===== config.mk =====
export PLATFORM = sky130hd
export DESIGN_NAME = serial_subtractor_flat
export DESIGN_NICKNAME = d
export VERILOG_FILES = /design/src/rtl/serial_subtractor_if.sv /design/src/rtl/serial_subtractor.sv /design/src/flat_wrapper.sv
export SDC_FILE = /design/constraint.sdc
export NUM_CORES = 1
export LEC_CHECK = 0
export ABC_AREA = 1
export ABC_CLOCK_PERIOD_IN_PS = 1800
export BUFFER_PORTS_ARGS = -buffer_cell sky130_fd_sc_hd__buf_2
export CAP_MARGIN = 20
export CORE_ASPECT_RATIO = 1.5
export CORE_MARGIN = 8
export CORE_UTILIZATION = 40
export CTS_CLUSTER_SIZE = 28
export DETAILED_ROUTE_END_ITERATION = 8
export PLACE_DENSITY = 0.7
export SYNTH_ARGS = -nofsm -noshare
export SYNTH_HDL_FRONTEND = slang
export SYNTH_SLANG_ARGS = --single-unit

===== constraint.sdc =====
create_clock -name clk -period 1.8 [get_ports clk]
set_input_delay 0.27 -clock clk [delete_from_list [all_inputs] [get_ports clk]]
set_output_delay 0.27 -clock clk [all_outputs]
set_load 0.02 [all_outputs]

===== src/rtl/serial_subtractor_if.sv =====
// Operand/result bundle for the bit-serial subtractor.
// The slave side is the subtractor. The master side is whoever issues start.
interface serial_subtractor_if #(
    parameter int WIDTH = 8
);
    logic             start;
    logic [WIDTH-1:0] A;
    logic [WIDTH-1:0] B;
    logic             Bin;
    logic [WIDTH-1:0] Diff;
    logic             Bout;
    logic             overflow;
    logic             busy;
    logic             done;

    modport master (
        output start,
        output A,
        output B,
        output Bin,
        input  Diff,
        input  Bout,
        input  overflow,
        input  busy,
        input  done
    );

    modport slave (
        input  start,
        input  A,
        input  B,
        input  Bin,
        output Diff,
        output Bout,
        output overflow,
        output busy,
        output done
    );
endinterface


===== src/rtl/serial_subtractor.sv =====
// Bit-serial A - B - Bin. Operands are processed one bit per clock, LSB first, through a single
// full-subtractor stage. The results are published together with a one-cycle done pulse.
module serial_subtractor #(
    parameter int WIDTH = 8
) (
    input  logic                 clk,
    input  logic                 rst_n,
    serial_subtractor_if.slave   bus
);

    localparam int CW = (WIDTH > 2) ? $clog2(WIDTH) : 1;
    localparam logic [CW-1:0] LAST_BIT = CW'(WIDTH - 1);

    typedef enum logic [1:0] {
        IDLE  = 2'd0,
        SHIFT = 2'd1,
        DONE  = 2'd2
    } state_e;

    // Difference bit of one full-subtractor stage.
    function automatic logic fs_diff(input logic a, input logic b, input logic bw);
        return a ^ b ^ bw;
    endfunction

    // Borrow produced by one full-subtractor stage.
    function automatic logic fs_borrow(input logic a, input logic b, input logic bw);
        return (~a & b) | (~(a ^ b) & bw);
    endfunction

    state_e           state_q,    state_d;
    logic [CW-1:0]    cnt_q,      cnt_d;
    logic [WIDTH-1:0] a_q,        a_d;
    logic [WIDTH-1:0] b_q,        b_d;
    logic             bw_q,       bw_d;
    logic [WIDTH-1:0] res_q,      res_d;
    logic [WIDTH-1:0] diff_q,     diff_d;
    logic             bout_q,     bout_d;
    logic             ovf_q,      ovf_d;
    logic             busy_q,     busy_d;
    logic             done_q,     done_d;

    logic             bit_s;
    logic             borrow_s;
    logic [WIDTH-1:0] res_ins_s;

    // Current stage inputs are always at bit 0 of the operand shift registers.
    always_comb begin
        bit_s     = fs_diff(a_q[0], b_q[0], bw_q);
        borrow_s  = fs_borrow(a_q[0], b_q[0], bw_q);
        res_ins_s = res_q;
        res_ins_s[cnt_q] = bit_s;
    end

    // Next-state and datapath control.
    always_comb begin
        state_d = state_q;
        cnt_d   = cnt_q;
        a_d     = a_q;
        b_d     = b_q;
        bw_d    = bw_q;
        res_d   = res_q;
        diff_d  = diff_q;
        bout_d  = bout_q;
        ovf_d   = ovf_q;

        case (state_q)
            IDLE: begin
                if (bus.start) begin
                    a_d     = bus.A;
                    b_d     = bus.B;
                    bw_d    = bus.Bin;
                    cnt_d   = {CW{1'b0}};
                    res_d   = {WIDTH{1'b0}};
                    state_d = SHIFT;
                end else begin
                    state_d = IDLE;
                end
            end
            SHIFT: begin
                a_d   = {1'b0, a_q[WIDTH-1:1]};
                b_d   = {1'b0, b_q[WIDTH-1:1]};
                bw_d  = borrow_s;
                res_d = res_ins_s;
                cnt_d = cnt_q + CW'(1);
                if (cnt_q == LAST_BIT) begin
                    // At the MSB, a_q[0] and b_q[0] still hold the sign bits of the latched operands.
                    state_d = DONE;
                    diff_d  = res_ins_s;
                    bout_d  = borrow_s;
                    ovf_d   = (a_q[0] ^ b_q[0]) & (bit_s ^ a_q[0]);
                end else begin
                    state_d = SHIFT;
                end
            end
            DONE: begin
                state_d = IDLE;
            end
            default: begin
                state_d = IDLE;
            end
        endcase

        busy_d = (state_d == SHIFT);
        done_d = (state_d == DONE);
    end

    // State, datapath and output registers.
    always_ff @(posedge clk or negedge rst_n) begin
        if (!rst_n) begin
            state_q <= IDLE;
            cnt_q   <= {CW{1'b0}};
            a_q     <= {WIDTH{1'b0}};
            b_q     <= {WIDTH{1'b0}};
            bw_q    <= 1'b0;
            res_q   <= {WIDTH{1'b0}};
            diff_q  <= {WIDTH{1'b0}};
            bout_q  <= 1'b0;
            ovf_q   <= 1'b0;
            busy_q  <= 1'b0;
            done_q  <= 1'b0;
        end else begin
            state_q <= state_d;
            cnt_q   <= cnt_d;
            a_q     <= a_d;
            b_q     <= b_d;
            bw_q    <= bw_d;
            res_q   <= res_d;
            diff_q  <= diff_d;
            bout_q  <= bout_d;
            ovf_q   <= ovf_d;
            busy_q  <= busy_d;
            done_q  <= done_d;
        end
    end

    assign bus.Diff     = diff_q;
    assign bus.Bout     = bout_q;
    assign bus.overflow = ovf_q;
    assign bus.busy     = busy_q;
    assign bus.done     = done_q;

endmodule


===== src/flat_wrapper.sv =====
// flat-port wrapper written by rule: the top's interface ports become plain ports
module serial_subtractor_flat 
#(
    parameter int WIDTH = 8
)
  (clk, rst_n, bus_start, bus_A, bus_B, bus_Bin, bus_Diff, bus_Bout, bus_overflow, bus_busy, bus_done);
  serial_subtractor_if #(.WIDTH(WIDTH)) bus_i ();
  input  logic clk;
  input  logic rst_n;
  input wire logic [$bits(bus_i.start)-1:0] bus_start;
  input wire logic [$bits(bus_i.A)-1:0] bus_A;
  input wire logic [$bits(bus_i.B)-1:0] bus_B;
  input wire logic [$bits(bus_i.Bin)-1:0] bus_Bin;
  output wire logic [$bits(bus_i.Diff)-1:0] bus_Diff;
  output wire logic [$bits(bus_i.Bout)-1:0] bus_Bout;
  output wire logic [$bits(bus_i.overflow)-1:0] bus_overflow;
  output wire logic [$bits(bus_i.busy)-1:0] bus_busy;
  output wire logic [$bits(bus_i.done)-1:0] bus_done;
  assign bus_i.start = bus_start;
  assign bus_i.A = bus_A;
  assign bus_i.B = bus_B;
  assign bus_i.Bin = bus_Bin;
  assign bus_Diff = bus_i.Diff;
  assign bus_Bout = bus_i.Bout;
  assign bus_overflow = bus_i.overflow;
  assign bus_busy = bus_i.busy;
  assign bus_done = bus_i.done;
  serial_subtractor #(.WIDTH(WIDTH)) u_core (.clk(clk), .rst_n(rst_n), .bus(bus_i));
endmodule

=== After elaboration in Yosys (flattened, before gate mapping) ===
Cells that the tools add are included.

* Flip-flop bits (word level): 42
* Input bits: 20
* Output and inout port bits: 12

* $add $sub $neg: 1
* $lt $le $gt $ge: 2
* Equal/unequal tests: 5
* Mux-type cells: 16
* Bitwise operators: 9
* Reduce and logical (&&, ||, !) cells: 5

{| class="wikitable"
|+ Operator list
! cell !! count
|-
| $pmux W8 S2 || 3
|-
| $mux W8 || 3
|-
| $bwmux W8 || 1
|-
| $pmux W3 S2 || 1
|-
| $eq A2 B1 Y1 const B || 2
|-
| $lt A3 B4 Y1 const B || 1
|-
| $pmux W2 S2 || 1
|-
| $reduce_and A2 Y1 || 2
|-
| $add A3 B1 Y3 const B || 1
|-
| $and A1 B1 Y1 || 3
|-
| $demux W1 S3 || 1
|-
| $eq A3 B3 Y1 const B || 1
|-
| $ge A3 B1 Y1 const B || 1
|-
| $mux W1 || 3
|-
| $mux W3 || 1
|-
| $xor A1 B1 Y1 || 3
|-
| $eq A2 B2 Y1 const B || 1
|-
| $logic_not A2 Y1 || 1
|-
| $mux W2 || 1
|-
| $ne A2 B2 Y1 const B || 1
|-
| $not A1 Y1 || 2
|-
| $pmux W1 S2 || 1
|-
| $reduce_bool A2 Y1 || 1
|-
| $logic_and A1 B1 Y1 || 1
|-
| $or A1 B1 Y1 || 1
|}

=== Longest topological paths before layout ===
* Depth in word-level cells: 6
* Gate-level depth with buffers: 8
* Mapped depth without buffers: 7

=== Least setup slack after synthesis ===
No wires, ideal clock.

* Path type: flip-flop to flip-flop
* Start: register u_core.bw_q
* End: register u_core.ovf_q, in the netlist u_core.bus.overflow
* Library setup time: 65 ps
* Arrival time: 1380 ps
* Required time: 1735 ps
* Slack: 355 ps
* Cell stages (with the launch flop): 7
* Buffers on the path: 0
* Period minus slack after synthesis: 1445 ps
* Cell sequence: dfrtp_1 > inv_1 > fa_1 > clkinv_1 > a21oi_1 > nand3_1 > nand2_1

* Cells in the longest elaborated chain, start to end: 3

{| class="wikitable"
|+ Ends and longest elaborated chain
! what !! line !! source
|-
| start, declared || serial_subtractor.sv:34 || <nowiki>logic bw_q, bw_d;</nowiki>
|-
| start signal, assigned || serial_subtractor.sv:126 || <nowiki>bw_q <= bw_d;</nowiki>
|-
| $xor A1 B1 Y1 || serial_subtractor.sv:22 || <nowiki>return a ^ b ^ bw;</nowiki>
|-
| $xor A1 B1 Y1 || serial_subtractor.sv:90 || <nowiki>ovf_d = (a_q[0] ^ b_q[0]) & (bit_s ^ a_q[0]);</nowiki>
|-
| $and A1 B1 Y1 || serial_subtractor.sv:90 ||
|-
| end signal, assigned || serial_subtractor.sv:130 || <nowiki>ovf_q <= ovf_d;</nowiki>
|-
| end, declared || serial_subtractor.sv:38 || <nowiki>logic ovf_q, ovf_d;</nowiki>
|}

Every way passes these cells.
A chain may end at the register's enable or synchronous reset.

=== Worst setup path in the final report ===
* Start: register u_core.b_q[0]
* End: register u_core.ovf_q, in the netlist u_core.bus.overflow

* Cells in the longest elaborated chain, start to end: 4

{| class="wikitable"
|+ Ends and longest elaborated chain
! what !! line !! source
|-
| start, declared || serial_subtractor.sv:33 || <nowiki>logic [WIDTH-1:0] b_q, b_d;</nowiki>
|-
| start signal, assigned || serial_subtractor.sv:113 || <nowiki>b_q <= {WIDTH{1'b0}};</nowiki>
|-
| $xor A1 B1 Y1 * || serial_subtractor.sv:22, serial_subtractor.sv:90 ||
|-
| $xor A1 B1 Y1 || serial_subtractor.sv:22 ||
|-
| $xor A1 B1 Y1 || serial_subtractor.sv:90 ||
|-
| $and A1 B1 Y1 * || serial_subtractor.sv:90 ||
|}

Every way passes the cells marked *; elsewhere a longest branch is shown, timed or not.

==> impl_metrics.csv <==
group,metric,value,unit
status,status,"completed",
sta,fin_crit_sh,91.07,%
synthesis,synthSimpleGateAreaFrac,28.31,%
synthesis,synth-warning-count,0,
floorplan,dieArea,0.007598,mm2
route,avgViaCountPerCell,4.754,
cts,numClockSinks,42,
sta,max_freq,610.0,MHz
sta,fin_ws,0.1607,ns
power_and_ir_drop,p_leak,1.254,nW
global_route,grt_overflow_total,0,
cells_and_area,syn_to_final_growth,15.81,%
global_route,gr-usage-all-layers,12.19,%
place,place.gp.congestion,0.7673,
route,wl,4120,um
synthesis,synth_top_family_by_area,"simple AND/OR/NAND/NOR gates",
power_and_ir_drop,power_density,1877,mW/mm2
setup_path,required,2.03,ns
cts,ctsHtreeMaxLevel,2,
route,first_pass_iters,4,
synthesis,synth_mux_area_share,0,%
sta,rsz0062_at_grt,"no",
cts,post_cts_resized,0,
global_route,grt_pass1_vias,1692,
cells_and_area,fin_nets,307,
power_and_ir_drop,power,4.370,mW
setup_path,arrival,1.87,ns
synthesis,synthAdderAreaFrac,2.862,%
global_route,busiest_layer,"met2",
synthesis,synth_xor_area_share,0,%
cts,postCtsSetupBuffers,0,
route,initialDrtViolationCount,96,
power_and_ir_drop,ir_drop,768.4,uV
place,place_inst,342,
global_route,use_met2,21.10,%
sta,setup_viol,0,
synthesis,yosysSeqAreaShare,52.27,%
sta,worst_pin_slew,0.5336,ns
cells_and_area,num_antenna_cells,0,
setup_path,worstSetupEndpointType,"register",
floorplan,die_w,73.89,um
synthesis,synth_seq_cells,42,
floorplan,die_h,102.8,um
sta,final-hold-violation-count,0,
global_route,grt_pass1_wl,7258,um
synthesis,synth_compound_area_share,6.472,%
synthesis,ys_types,21,
cts,clock_path_buffers,2,
place,dpl_cell_area,0.002237,mm2
synthesis,avgSynthCellArea,8.075,um2
setup_path,startpoint_type,"register",
cts,clkTransAtPathRegs,0.08,ns
cts,cts-root-buf,"clkbuf_8",
sta,slew_headroom,64.42,%
route,wl_per_cell,11.77,um
setup_path,worstReg2RegEnd,"u_core.bus.overflow",
sta,period_needed,1.639,ns
cells_and_area,final_cells,350,
setup_path,ff2ff_setup_slack,0.16,ns
cts,cts_tree,"yes",
cells_and_area,multi_input_area,757.0,um2
floorplan,placeableCoreArea,0.004848,mm2
cells_and_area,drive_gt1_share,19.01,%
route,drcViolationCount,0,
global_route,use_met3,3.408,%
route,vias,1664,
place,dp_hpwl,2876,um
floorplan,ios,32,
global_route,grtUsageMet1,13.48,%
sta,slew_viol_final,0,
floorplan,num_rows,31,
sta,fin_tns_setup,0,ns
setup_path,crit_type,"register to register",
cells_and_area,nFillCells,484,
global_route,grt_max_degree,43,
cts,cts_buffers,5,
cells_and_area,fin_area,0.002328,mm2
synthesis,synthCells,249,
global_route,antenna_found_initial,0,
setup_path,cp_max_fo,9,
run,cap_violations,0,
floorplan,start_util,41.47,%
synthesis,syn_nets,273,
cts,clk_latency,0.30,ns
synthesis,syn_area,0.002011,mm2
cells_and_area,seqCellArea,0.001051,mm2
setup_path,timing.rr.start,"u_core.b_q[0]",
cts,cts_hold_buffers,0,
place,post-place-ws,0.2081,ns
sta,worst_clock_skew,0.008058,ns
place,port_buffers,31,
hold_path,hp-class,"primary input to async pin",
route,postRouteAntennaNets,0,
setup_path,worst-r2r-cell-count,6,
-- cells by family (layout without fill, tap and decap cells) --
family / after synthesis / in the layout
and+or+nand+nor: 132 / 132
DFF: 42 / 42
AOI/OAI and AO/OA: 25 / 25
buffers and inverters: 46 / 81
adders and majority gates: 4 / 4
-- worst max-delay path by stage --
stage	from	to	cells after the start
floorplan	u_core.bw_q	u_core.bus.overflow	6
global placement	u_core.b_q[0]	u_core.bus.Diff[4]	6
detailed placement	u_core.b_q[0]	u_core.bus.overflow	6
CTS	u_core.b_q[0]	u_core.bus.overflow	6
global route	u_core.bw_q	u_core.bus.Diff[5]	6
finish	u_core.b_q[0]	u_core.bus.overflow	6
-- sequential cells by signal (all words and copies together) (netlist names), 2 cells and up --
name             cells
u_core.a_q           8
u_core.b_q           8
u_core.bus.Diff      8
u_core.cnt_q         3
u_core.res_q         8
u_core.state_q       2
-- per-stage QoR --
stage,utilization (%),hold slack (ns)
5_1_grt,48.03,0.08281
3_3_place_gp,46.14,0.3730
3_5_place_dp,46.14,0.3720
4_1_cts,48.03,0.04629
2_1_floorplan,-,-0.02559
6_report,48.03,0.02793
-- cells in the final DEF, fill, tap and decap left out, drive strengths merged --
master  count
dfrtp      42
nor2       18
clkinv      2
nand3      27
nor3       14
or2         1
ha          3
nand2      66
nand4       6
clkbuf      7
inv        32
o21ai      20
o21bai      2
fa          1
a21oi       3
buf        40
-- report_power, final --
part | switching [mW] | internal (mW)
combinational | 1.37 | 0.741
clock | 0.323 | 0.310
sequential | 0.233 | 1.39
-- critical path, stage by stage (launching register included) --
cell and delay (ns):
dfrtp_1 0.38, inv_1 0.07, fa_1 0.53, clkinv_1 0.23, a21oi_1 0.22, nand3_1 0.09
nand2_1 0.07
-- cell type report --
type	count	share of cell area (%)
multi-input combinational	161	32.51
tap	66	3.546
sequential	42	45.14
clock buffer	7	3.708
inverter	33	5.320
clock inverter	1	0.2149
timing repair buffer	40	9.565
-- synth_stat cells, drive strengths merged --
cell type  number  share of area [%]
a21oi           3               0.75
or2             1               0.31
nor2           18                3.5
nand3          27                6.7
buf            13                3.9
ha              3                1.9
nor3           14                3.5
o21ai          20                5.0
nand2          66                 12
fa              1                1.0
inv            32                6.0
clkinv          1               0.19
o21bai          2               0.75
nand4           6                1.9
dfrtp          42                 52
-- metal layers --
layer  wire length [um]  up-vias
met2               2031       39
met3                228        5
met4                 61        0
li1                   -      860
met5                  0        -
met1               1799      760
(Power assumes the default switching activity.)
